===== config.mk =====
export PLATFORM = sky130hd
export DESIGN_NAME = gpo_bank_ctrl
export DESIGN_NICKNAME = d
export VERILOG_FILES = /design/src/rtl/gpo_pkg.sv /design/src/rtl/gpo_bias_fsm.sv /design/src/rtl/gpo_bank_ctrl.sv
export SDC_FILE = /design/constraint.sdc
export NUM_CORES = 1
export LEC_CHECK = 0
export ABC_AREA = 1
export BUFFER_PORTS_ARGS = -buffer_cell sky130_fd_sc_hd__buf_2
export CAP_MARGIN = 5
export CORE_MARGIN = 2
export CORE_UTILIZATION = 59
export DETAILED_ROUTE_END_ITERATION = 8
export PLACE_DENSITY = 0.84
export SETUP_SLACK_MARGIN = 0.1
export SYNTH_ARGS = -nofsm -noshare
export SYNTH_HDL_FRONTEND = slang
export SYNTH_SLANG_ARGS = --single-unit

===== constraint.sdc =====
create_clock -name i_clk -period 5.4 [get_ports i_clk]
set_input_delay 0.27 -clock i_clk [delete_from_list [all_inputs] [get_ports i_clk]]
set_output_delay 0.27 -clock i_clk [all_outputs]
set_load 0.03 [all_outputs]

===== src/rtl/gpo_pkg.sv =====
// Shared types and helpers for the GPO pad-bank controller.
package gpo_pkg;

  typedef enum logic [1:0] {
    ModePp   = 2'b00,
    ModeOd   = 2'b01,
    ModeOs   = 2'b10,
    ModeRsvd = 2'b11
  } gpo_mode_e;

  typedef enum logic [1:0] {
    BiasOff  = 2'b00,
    BiasWait = 2'b01,
    BiasOn   = 2'b10,
    BiasLost = 2'b11
  } bias_st_e;

  typedef struct packed {
    logic      oe;
    logic [1:0] ds;
    logic      sr;
    gpo_mode_e mode;
  } gpo_cfg_t;

  localparam gpo_cfg_t CfgReset = '{oe: 1'b0, ds: 2'b00, sr: 1'b0, mode: ModePp};

  function automatic logic needs_bias(input gpo_cfg_t c);
    return c.oe && (c.ds != 2'b00);
  endfunction

  // Changing drive or mode on a live pad must go through break-before-make.
  function automatic logic needs_bbm(input gpo_cfg_t cur, input gpo_cfg_t nxt);
    return cur.oe && ((cur.ds != nxt.ds) || (cur.mode != nxt.mode));
  endfunction

endpackage


===== src/rtl/gpo_bias_fsm.sv =====
// VBIAS sequencer: synchronises BIAS_OK, enforces a settle time, and reports bias loss.
module gpo_bias_fsm
  import gpo_pkg::*;
#(
  parameter int unsigned SETTLE_CYC = 64
) (
  input  logic       i_clk,
  input  logic       i_rst,
  input  logic       i_need,
  input  logic       i_bias_ok,
  output logic       o_bias_on,
  output logic       o_bias_lost,
  output logic       o_bias_req,
  output logic [1:0] o_bias_st
);

  localparam int unsigned CNT_W = $clog2(SETTLE_CYC + 1);

  logic             r_sync1, r_sync2;
  bias_st_e         r_state, w_state_d;
  logic [CNT_W-1:0] r_cnt, w_cnt_d;
  logic             r_bias_req;

  always_comb begin
    w_state_d = r_state;
    w_cnt_d   = r_cnt;
    if (!i_need) begin
      w_state_d = BiasOff;
      w_cnt_d   = '0;
    end else begin
      unique case (r_state)
        BiasOff: begin
          w_state_d = BiasWait;
          w_cnt_d   = '0;
        end
        BiasWait: begin
          if (!r_sync2) begin
            w_cnt_d = '0;
          end else if (r_cnt == CNT_W'(SETTLE_CYC - 1)) begin
            w_state_d = BiasOn;
            w_cnt_d   = '0;
          end else begin
            w_cnt_d = r_cnt + CNT_W'(1);
          end
        end
        BiasOn: begin
          if (!r_sync2) w_state_d = BiasLost;
        end
        BiasLost: begin
          if (r_sync2) begin
            w_state_d = BiasWait;
            w_cnt_d   = '0;
          end
        end
        default: w_state_d = BiasOff;
      endcase
    end
  end

  always_ff @(posedge i_clk) begin
    if (i_rst) begin
      r_sync1    <= 1'b0;
      r_sync2    <= 1'b0;
      r_state    <= BiasOff;
      r_cnt      <= '0;
      r_bias_req <= 1'b0;
    end else begin
      r_sync1    <= i_bias_ok;
      r_sync2    <= r_sync1;
      r_state    <= w_state_d;
      r_cnt      <= w_cnt_d;
      r_bias_req <= (w_state_d != BiasOff);
    end
  end

  // Look-ahead so the drive drop lands on the same edge as the state change.
  assign o_bias_on   = (w_state_d == BiasOn);
  assign o_bias_lost = (r_state == BiasOn) && i_need && !r_sync2;
  assign o_bias_req  = r_bias_req;
  assign o_bias_st   = r_state;

endmodule


===== src/rtl/gpo_bank_ctrl.sv =====
// Config engine and registered pad controls for a bank of GPO pad cells.
module gpo_bank_ctrl
  import gpo_pkg::*;
#(
  parameter  int unsigned N_CH       = 8,
  parameter  int unsigned SETTLE_CYC = 64,
  parameter  int unsigned BBM_CYC    = 2,
  localparam int unsigned IDX_W      = (N_CH > 1) ? $clog2(N_CH) : 1,
  // One spare bit so out-of-range channel requests are representable.
  localparam int unsigned CH_W       = IDX_W + 1
) (
  input  logic              i_clk,
  input  logic              i_rst,
  input  logic              i_cfg_valid,
  output logic              o_cfg_ready,
  input  logic [CH_W-1:0]   i_cfg_ch,
  input  logic              i_cfg_oe,
  input  logic [1:0]        i_cfg_ds,
  input  logic              i_cfg_sr,
  input  logic [1:0]        i_cfg_mode,
  input  logic [N_CH-1:0]   i_data,
  input  logic              i_bias_ok,
  output logic              o_bias_req,
  input  logic              i_err_clr,
  output logic [N_CH-1:0]   o_do,
  output logic [N_CH-1:0]   o_oe,
  output logic [N_CH-1:0]   o_sr,
  output logic [N_CH-1:0]   o_odp,
  output logic [N_CH-1:0]   o_odn,
  output logic [2*N_CH-1:0] o_ds,
  output logic [1:0]        o_bias_st,
  output logic [1:0]        o_err
);

  localparam int unsigned BBM_W = $clog2(BBM_CYC + 1);

  gpo_cfg_t         r_cfg [N_CH];
  gpo_cfg_t         w_cfg_d [N_CH];
  gpo_cfg_t         w_new;
  logic [BBM_W-1:0] r_bbm_cnt, w_bbm_cnt_d;
  logic [IDX_W-1:0] r_bbm_ch, w_bbm_ch_d;
  logic [IDX_W-1:0] w_idx;
  logic             w_fire, w_ch_ok, w_bbm_active;
  logic             w_need, w_bias_on, w_bias_lost;
  logic             r_ready;
  logic [1:0]       r_err, w_err_d;

  logic [N_CH-1:0]   r_do, r_oe, r_sr, r_odp, r_odn;
  logic [2*N_CH-1:0] r_ds;

  assign w_fire  = i_cfg_valid && r_ready;
  assign w_ch_ok = (i_cfg_ch < CH_W'(N_CH));
  assign w_idx   = i_cfg_ch[IDX_W-1:0];

  always_comb begin
    w_new.oe   = i_cfg_oe;
    w_new.ds   = i_cfg_ds;
    w_new.sr   = i_cfg_sr;
    w_new.mode = gpo_mode_e'(i_cfg_mode);
  end

  always_comb begin
    w_need = 1'b0;
    for (int unsigned c = 0; c < N_CH; c++) begin
      w_need = w_need | needs_bias(r_cfg[c]);
    end
  end

  gpo_bias_fsm #(
    .SETTLE_CYC(SETTLE_CYC)
  ) u_bias_fsm (
    .i_clk      (i_clk),
    .i_rst      (i_rst),
    .i_need     (w_need),
    .i_bias_ok  (i_bias_ok),
    .o_bias_on  (w_bias_on),
    .o_bias_lost(w_bias_lost),
    .o_bias_req (o_bias_req),
    .o_bias_st  (o_bias_st)
  );

  always_comb begin
    w_cfg_d     = r_cfg;
    w_bbm_ch_d  = r_bbm_ch;
    w_bbm_cnt_d = (r_bbm_cnt != '0) ? (r_bbm_cnt - BBM_W'(1)) : '0;
    if (w_fire && w_ch_ok) begin
      w_cfg_d[w_idx] = w_new;
      if (needs_bbm(r_cfg[w_idx], w_new)) begin
        w_bbm_cnt_d = BBM_W'(BBM_CYC);
        w_bbm_ch_d  = w_idx;
      end
    end
    // Set events win over a simultaneous clear.
    w_err_d[0] = w_bias_lost || (r_err[0] && !i_err_clr);
    w_err_d[1] = (w_fire && !w_ch_ok) || (r_err[1] && !i_err_clr);
  end

  assign w_bbm_active = (w_bbm_cnt_d != '0);

  always_ff @(posedge i_clk) begin
    if (i_rst) begin
      r_cfg     <= '{default: CfgReset};
      r_bbm_cnt <= '0;
      r_bbm_ch  <= '0;
      r_ready   <= 1'b0;
      r_err     <= 2'b00;
      r_do      <= '0;
      r_oe      <= '0;
      r_sr      <= '0;
      r_odp     <= '0;
      r_odn     <= '0;
      r_ds      <= '0;
    end else begin
      r_cfg     <= w_cfg_d;
      r_bbm_cnt <= w_bbm_cnt_d;
      r_bbm_ch  <= w_bbm_ch_d;
      r_ready   <= !w_bbm_active;
      r_err     <= w_err_d;
      r_do      <= i_data;
      for (int unsigned c = 0; c < N_CH; c++) begin
        r_oe[c]       <= w_cfg_d[c].oe && (w_cfg_d[c].mode != ModeRsvd) &&
                         !(w_bbm_active && (w_bbm_ch_d == IDX_W'(c)));
        r_sr[c]       <= w_cfg_d[c].sr;
        r_odn[c]      <= (w_cfg_d[c].mode == ModeOd);
        r_odp[c]      <= (w_cfg_d[c].mode == ModeOs);
        r_ds[2*c +: 2] <= w_bias_on ? w_cfg_d[c].ds : 2'b00;
      end
    end
  end

  assign o_cfg_ready = r_ready;
  assign o_err       = r_err;
  assign o_do        = r_do;
  assign o_oe        = r_oe;
  assign o_sr        = r_sr;
  assign o_odp       = r_odp;
  assign o_odn       = r_odn;
  assign o_ds        = r_ds;

endmodule


### Yosys cells after proc, flatten, opt, wreduce, memory -nomap -nowiden

Cells that the tools add are included.

| storage, ports and cells | value |
|---|---|
| flip-flop bits (word level) | 124 |
| output and inout bits | 62 |
| logic and storage cells | 196 |

| operators by class | value |
|---|---|
| $add $sub $neg | 2 |
| order comparisons | 3 |
| equality and inequality tests | 39 |
| mux-type cells | 22 |
| bitwise gates (word level) | 10 |
| reductions and logical operators | 73 |

Operators by type and width:

| operator | count |
|---|---|
| 48-bit bitwise mux | 1 |
| 48-bit 2-to-1 mux | 1 |
| 1-bit logical AND | 41 |
| 2-bit == test (second input constant) | 11 |
| 2-bit nonzero test | 11 |
| 7-bit 2-to-1 mux | 3 |
| 7-bit one-hot mux with 3 select lines | 1 |
| 6-bit binary-select mux with 3-bit select | 1 |
| 6-bit demux with 3-bit select | 1 |
| 2-bit by 1-bit == test with 1-bit output (second input constant) | 9 |
| 6-bit 2-to-1 mux | 3 |
| 2-bit 2-to-1 mux | 8 |
| 2-bit inequality test (second input constant) | 8 |
| 3-bit == test (second input constant) | 4 |
| 1-bit zero test | 12 |
| 2-bit one-hot mux with 4 select lines | 1 |
| 7-bit by 1-bit adder with 7-bit output (second input constant) | 1 |
| 7-bit by 6-bit == test with 1-bit output (second input constant) | 1 |
| 1-bit bitwise OR | 7 |
| 3-bit by 2-bit == test with 1-bit output (second input constant) | 2 |
| 3-bit 2-to-1 mux | 2 |
| 4-bit greater-or-equal comparator (second input constant) | 1 |
| 4-bit by 1-bit < comparator with 1-bit output (second input constant) | 1 |
| 4-bit < comparator (second input constant) | 1 |
| other kinds (12) | 17 |

### Depth between registers and ports, before layout

| logic depth | value |
|---|---|
| depth in word-level cells | 13 |
| mapped depth | 16 |

### Cells and area by module

From an unflattened synthesis, not the netlist that was laid out.

| second synthesis, totals | value |
|---|---|
| cells, all modules | 660 |
| area total of the unflattened synthesis | 4,717.0 µm² |

Modules (own cells, without submodules):

| module | instances | cells each | area an instance (µm²) |
|---|---|---|---|
| gpo_bank_ctrl | 1 | 579 | 4,156.5 |
| gpo_bias_fsm | 1 | 81 | 560.5 |

### Worst setup path after synthesis

No wires, ideal clock.

| path | value |
|---|---|
| kind | reg2reg |
| start point | register r_ready, in the netlist o_cfg_ready |
| end point | register r_odp[6], in the netlist o_odp[6] |
| data arrival time | 1,688 ps |
| required time | 5,272 ps |
| setup slack | 3,584 ps |
| cell stages (with the launch flop) | 10 |
| cells stage by stage | dfxtp_1 nand2_1 nor2_1 clkbuf_1 nand2_1 clkbuf_1 o21ai_0 inv_1 nand2_1 nor2_1 |

| between the ends | value |
|---|---|
| word-level cells in the longest chain between the ends | 4 |

RTL lines:

| element | RTL line | source |
|---|---|---|
| from (decl) | gpo_bank_ctrl.sv:45 | `logic r_ready;` |
| from (signal assigned) | gpo_bank_ctrl.sv:117 | `r_ready <= !w_bbm_active;` |
| 1-bit logical AND | gpo_bank_ctrl.sv:51 | `assign w_fire = i_cfg_valid && r_ready;` |
| 1-bit logical AND | gpo_bank_ctrl.sv:86 | `if (w_fire && w_ch_ok) begin` |
| 48-bit 2-to-1 mux | gpo_bank_ctrl.sv:86 |  |
| 2-bit == test | gpo_bank_ctrl.sv:125 | `r_odp[c] <= (w_cfg_d[c].mode == ModeOs);` |
| to (signal, indexed assignment) | gpo_bank_ctrl.sv:125 |  |
| to (decl) | gpo_bank_ctrl.sv:48 | `logic [N_CH-1:0] r_do, r_oe, r_sr, r_odp, r_odn;` |

No other way between the ends.
A chain may end at the register's enable or synchronous reset.

### Worst setup path in the final report

| path | value |
|---|---|
| start point | register r_ready, in the netlist o_cfg_ready |
| end point | register r_oe[6], in the netlist o_oe[6] |

| between the ends | value |
|---|---|
| word-level cells in the longest chain between the ends | 7 |

RTL lines:

| element | RTL line | source |
|---|---|---|
| 1-bit logical AND * | gpo_bank_ctrl.sv:51 |  |
| 1-bit logical AND * | gpo_bank_ctrl.sv:86 |  |
| 3-bit 2-to-1 mux or 2-bit 2-to-1 mux (tied branches) | gpo_bank_ctrl.sv:86 |  |
| 3-bit == test or 2-bit nonzero test (tied branches) | gpo_bank_ctrl.sv:122, gpo_bank_ctrl.sv:98 |  |
| 1-bit logical AND | gpo_bank_ctrl.sv:122 | `!(w_bbm_active && (w_bbm_ch_d == IDX_W'(c)));` |
| 1-bit zero test | gpo_bank_ctrl.sv:122 |  |
| 1-bit logical AND * | gpo_bank_ctrl.sv:121 | `r_oe[c] <= w_cfg_d[c].oe && (w_cfg_d[c].mode != ModeRsvd) &&` |
| to (signal, indexed assignment) | gpo_bank_ctrl.sv:121 |  |
| to (decl) | gpo_bank_ctrl.sv:48 |  |

Every way passes the cells marked *; elsewhere a longest branch is shown, timed or not.

==> impl_metrics.csv <==
group,metric,value,unit
outcome,status,"complete, no violations",
cells_and_area,fin_area,0.005727,mm²
yosys,synth.cell_area,0.004672,mm²
cells_and_area,finalNetCount,755,
timing,layout_worst_path_cycle_share,43.28,%
global_route,grt_remaining_overflow,0,
routing,drtPass1Iterations,6,
routing,top_layer,"met4",
setup_path,worstSetupEndpointType,"register",
floorplanning,fp.dieW,92.99,µm
cts,cts.clk_slew.worst_paths,0.06,ns
timing,final-setup-viol-count,0,
floorplanning,core-area,0.007687,mm²
routing,dr_total_vias,4422,
floorplanning,num_rows,32,
setup_path,critical_path.startpoint_type,"register",
yosys,synthDominantCellAreaShare,49.71,%
yosys,netlist_top_cells_count,"sky130_fd_sc_hd__nand2_1, sky130_fd_sc_hd__nor2_1, sky130_fd_sc_hd__dfxtp_1",
timing,final_hold_vio_count,0,
setup_path,crit_path_top_delay_cell,"sky130_fd_sc_hd__nor2_1",
routing,detail_route.iter0.violations,310,
cts,worst_skew_pair.late_latency,0.52,ns
cts,post_cts.resized_instances,0,
timing,max_slew.worst_pin.slew,0.7936,ns
yosys,synth_ff_type,"sky130_fd_sc_hd__dfxtp_1",
pwr,overall_power,0.002100,W
setup_path,crit_path_max_fanout,12,
floorplanning,num_io_pins,85,
setup_path,worstSetupStartpoint,"o_cfg_ready",
hold_path,min-delay-path-class,"input pin to register",
floorplanning,die_h,92.99,µm
cells_and_area,fillers,616,
setup_path,crit_path_cell_trace,"nand2_1 > nor2_1 > nand2_1 > o21ai_0 > o21ai_0 > nor2_1",
setup_path,timing.setup.critical_path_class,"register to register",
yosys,cells_after_synthesis,654,
timing,fmaxAchievable,427.9,MHz
setup_path,cp_slowest_stage_delay,0.60,ns
floorplanning,starting_density_of_the_core,60.77,%
routing,vias_per_cell,5.227,
global_route,antenna_found_initial,0,
cts,tritoncts,"yes",
pwr,worst_ir_drop_vdd,0.2429,mV
yosys,seq_total_area_yosys,49.71,%
global_route,grt_max_degree,36,
global_route,first_global_vias,4224,
timing,skew,0.01045,ns
routing,antenna_violating_nets_post_route,0,
routing,route.layer.met1.wl,4735,µm
yosys,yosysUniqueCellTypes,30,
placement,dpl-instance-area,0.005037,mm²
cells_and_area,final_layout_size_suffix_gt1_share,17.88,%
routing,detail_route.drc_violations,0,
routing,routedWlPerCell,13.70,µm
setup_path,worst-endpoint-arrival,2.79,ns
yosys,synth_area_per_cell,7.144,µm²
yosys,async_set_or_reset_flop_fraction_in_the_synthesized_netlist,0,%
cells_and_area,area_growth,22.58,%
pwr,power_density,366.8,mW/mm²
yosys,number_of_flops_mapped_to_enable_cells_by_yosys,0,
timing,fin_setup_tns,0,ns
yosys,synth_most_common_cell,"sky130_fd_sc_hd__nand2_1",
setup_path,worst-r2r-setup-slack,3.06,ns
setup_path,cp_num_cells,6,
placement,gpl.final_weighted_congestion,0.9417,
setup_path,worstSetupEndpoint,"o_oe[6]",
yosys,synth.net_count,678,
routing,route.met3.wl,895,µm
yosys,synth-warning-count,0,
placement,dp.final_hpwl,7678,µm
setup_path,r2r-end,"o_oe[6]",
yosys,synth_top_cells_by_area,"sky130_fd_sc_hd__dfxtp_1, sky130_fd_sc_hd__nand2_1, sky130_fd_sc_hd__nor2_1",
cts,cts_made_buffers,17,
cts,clk_path_buf_depth,2,
global_route,grt_first_pass_wirelength,19330,µm
cts,cts_sinks,116,
timing,finalMaxSlewViolations,0,
pwr,power_leakage,2.922,nW
setup_path,cell_class_contributing_the_biggest_share_of_worst_path_delay,"simple AND/OR/NAND/NOR gates",
timing,setup_repair_after_global_routing_missed_its_margin,"false",
setup_path,cp.buffers_inverters,0,
floorplanning,die_area,0.008646,mm²
routing,routed_wirelength,11590,µm
cts,clock_tree.root_cell,"sky130_fd_sc_hd__clkbuf_8",
yosys,synth_area_leader_cell,"sky130_fd_sc_hd__dfxtp_1",
placement,port_buffers,84,
cts,cts-htree-levels,4,
setup_path,worstReg2RegStart,"o_cfg_ready",
global_route,track_usage,28.87,%
yosys,synth-seq-cells,116,
setup_path,worstPathRequired,5.85,ns
hold_path,hold_start,"i_err_clr",
timing,normalized_max_slew_margin,46.90,%
routing,met2_length,5609,µm
cells_and_area,antenna_cells,0,
timing,period_needed,2.337,ns
flow_run,maxCapViolCount,0,
setup_path,timing.reg2reg.worst_path_depth,6,
[metal layers]
layer	up-vias	track usage [%]
met2	198	47.89
met1	2012	34.27
met4	0	13.36
li1	2176	-
met5	-	0
met3	36	8.944
[stage by stage]
| step | util (%) | std cells | worst slack, ns | hold WS, ns |
|---|---|---|---|---|
| CTS | 74.50 | 846 | 3.135 | 0.03745 |
| global placement | 65.53 | 805 | 3.027 | 0.3922 |
| finish | 74.50 | 846 | 3.063 | 0.04783 |
| detailed placement | 65.53 | 805 | 2.872 | 0.3953 |
| global route | 74.50 | 846 | 2.671 | 0.07008 |
| floorplan | - | 654 | 3.584 | 0.3770 |
[report_power, final]
group	leakage, nW	switching (W)	internal, W
Sequential	0.939	0.00000415	0.000868
Clock	0.287	0.000390	0.000726
Combinational	1.70	0.0000787	0.0000335
Total	2.92	0.000473	0.00163
[cell type report]
type / count / area, µm² / area share [%]
timing repair buffer: 94 / 518.0 / 9.045
inverter: 83 / 311.5 / 5.440
multi-input combinational: 419 / 1848 / 32.27
clock inverter: 12 / 153.9 / 2.687
clock buffer: 20 / 445.4 / 7.778
tap: 102 / 127.6 / 2.229
sequential: 116 / 2322 / 40.55
[timing repair]
item | in CTS | in global routing
hold buffers | 9 | 0
hold endpoints to repair | 9 | 0
setup buffers | 0 | 0
[cells by family after synthesis]
kind of cell               count (synthesis)  synth area share (%)
xor gates and xnor gates                   1                0.1875
adders and majority gates                  1                0.2678
AOI/OAI and AO/OA                         92                 10.44
and+or+nand+nor                          325                 28.66
buffers and inverters                    119                 10.74
DFF                                      116                 49.71
[worst min-delay path by stage]
stage	endpoint	slack, ns	cells after the start
after global routing	o_err[0]	0.07	4
after global placement	u_bias_fsm.r_sync2	0.39	2
after detailed placement	u_bias_fsm.r_sync2	0.40	2
after floorplan	o_do[0]	0.38	2
after CTS	o_err[0]	0.04	4
final	o_err[0]	0.05	4
[tightest hold or removal path: cells and delay by family]
kind | cells | cell delay [ns]
simple gates | 1 | 0.06
buf+inv | 2 | 0.11
compound gates | 1 | 0.06
[sequential cells by signal (all words and copies together), names as in the netlist]
signal,cells
o_cfg_ready,1
o_do,8
o_ds,16
o_err,2
o_odn,8
o_odp,8
o_oe,8
o_sr,7
r_bbm_ch,3
r_bbm_cnt,2
r_cfg,41
u_bias_fsm.o_bias_req,1
u_bias_fsm.o_bias_st,2
u_bias_fsm.r_cnt,7
u_bias_fsm.r_sync1,1
u_bias_fsm.r_sync2,1
[layout by cell type, fill, tap and decap left out, types with 6 or more instances in the layout]
master,count
sky130_fd_sc_hd__a21oi_1,18
sky130_fd_sc_hd__buf_2,84
sky130_fd_sc_hd__clkbuf_16,16
sky130_fd_sc_hd__dfxtp_1,116
sky130_fd_sc_hd__dlygate4sd3_1,9
sky130_fd_sc_hd__inv_1,80
sky130_fd_sc_hd__nand2_1,137
sky130_fd_sc_hd__nand2_2,6
sky130_fd_sc_hd__nand3_1,30
sky130_fd_sc_hd__nor2_1,132
sky130_fd_sc_hd__nor3_1,9
sky130_fd_sc_hd__o21ai_0,64
Note: power is estimated with default switching activity, not from simulation.
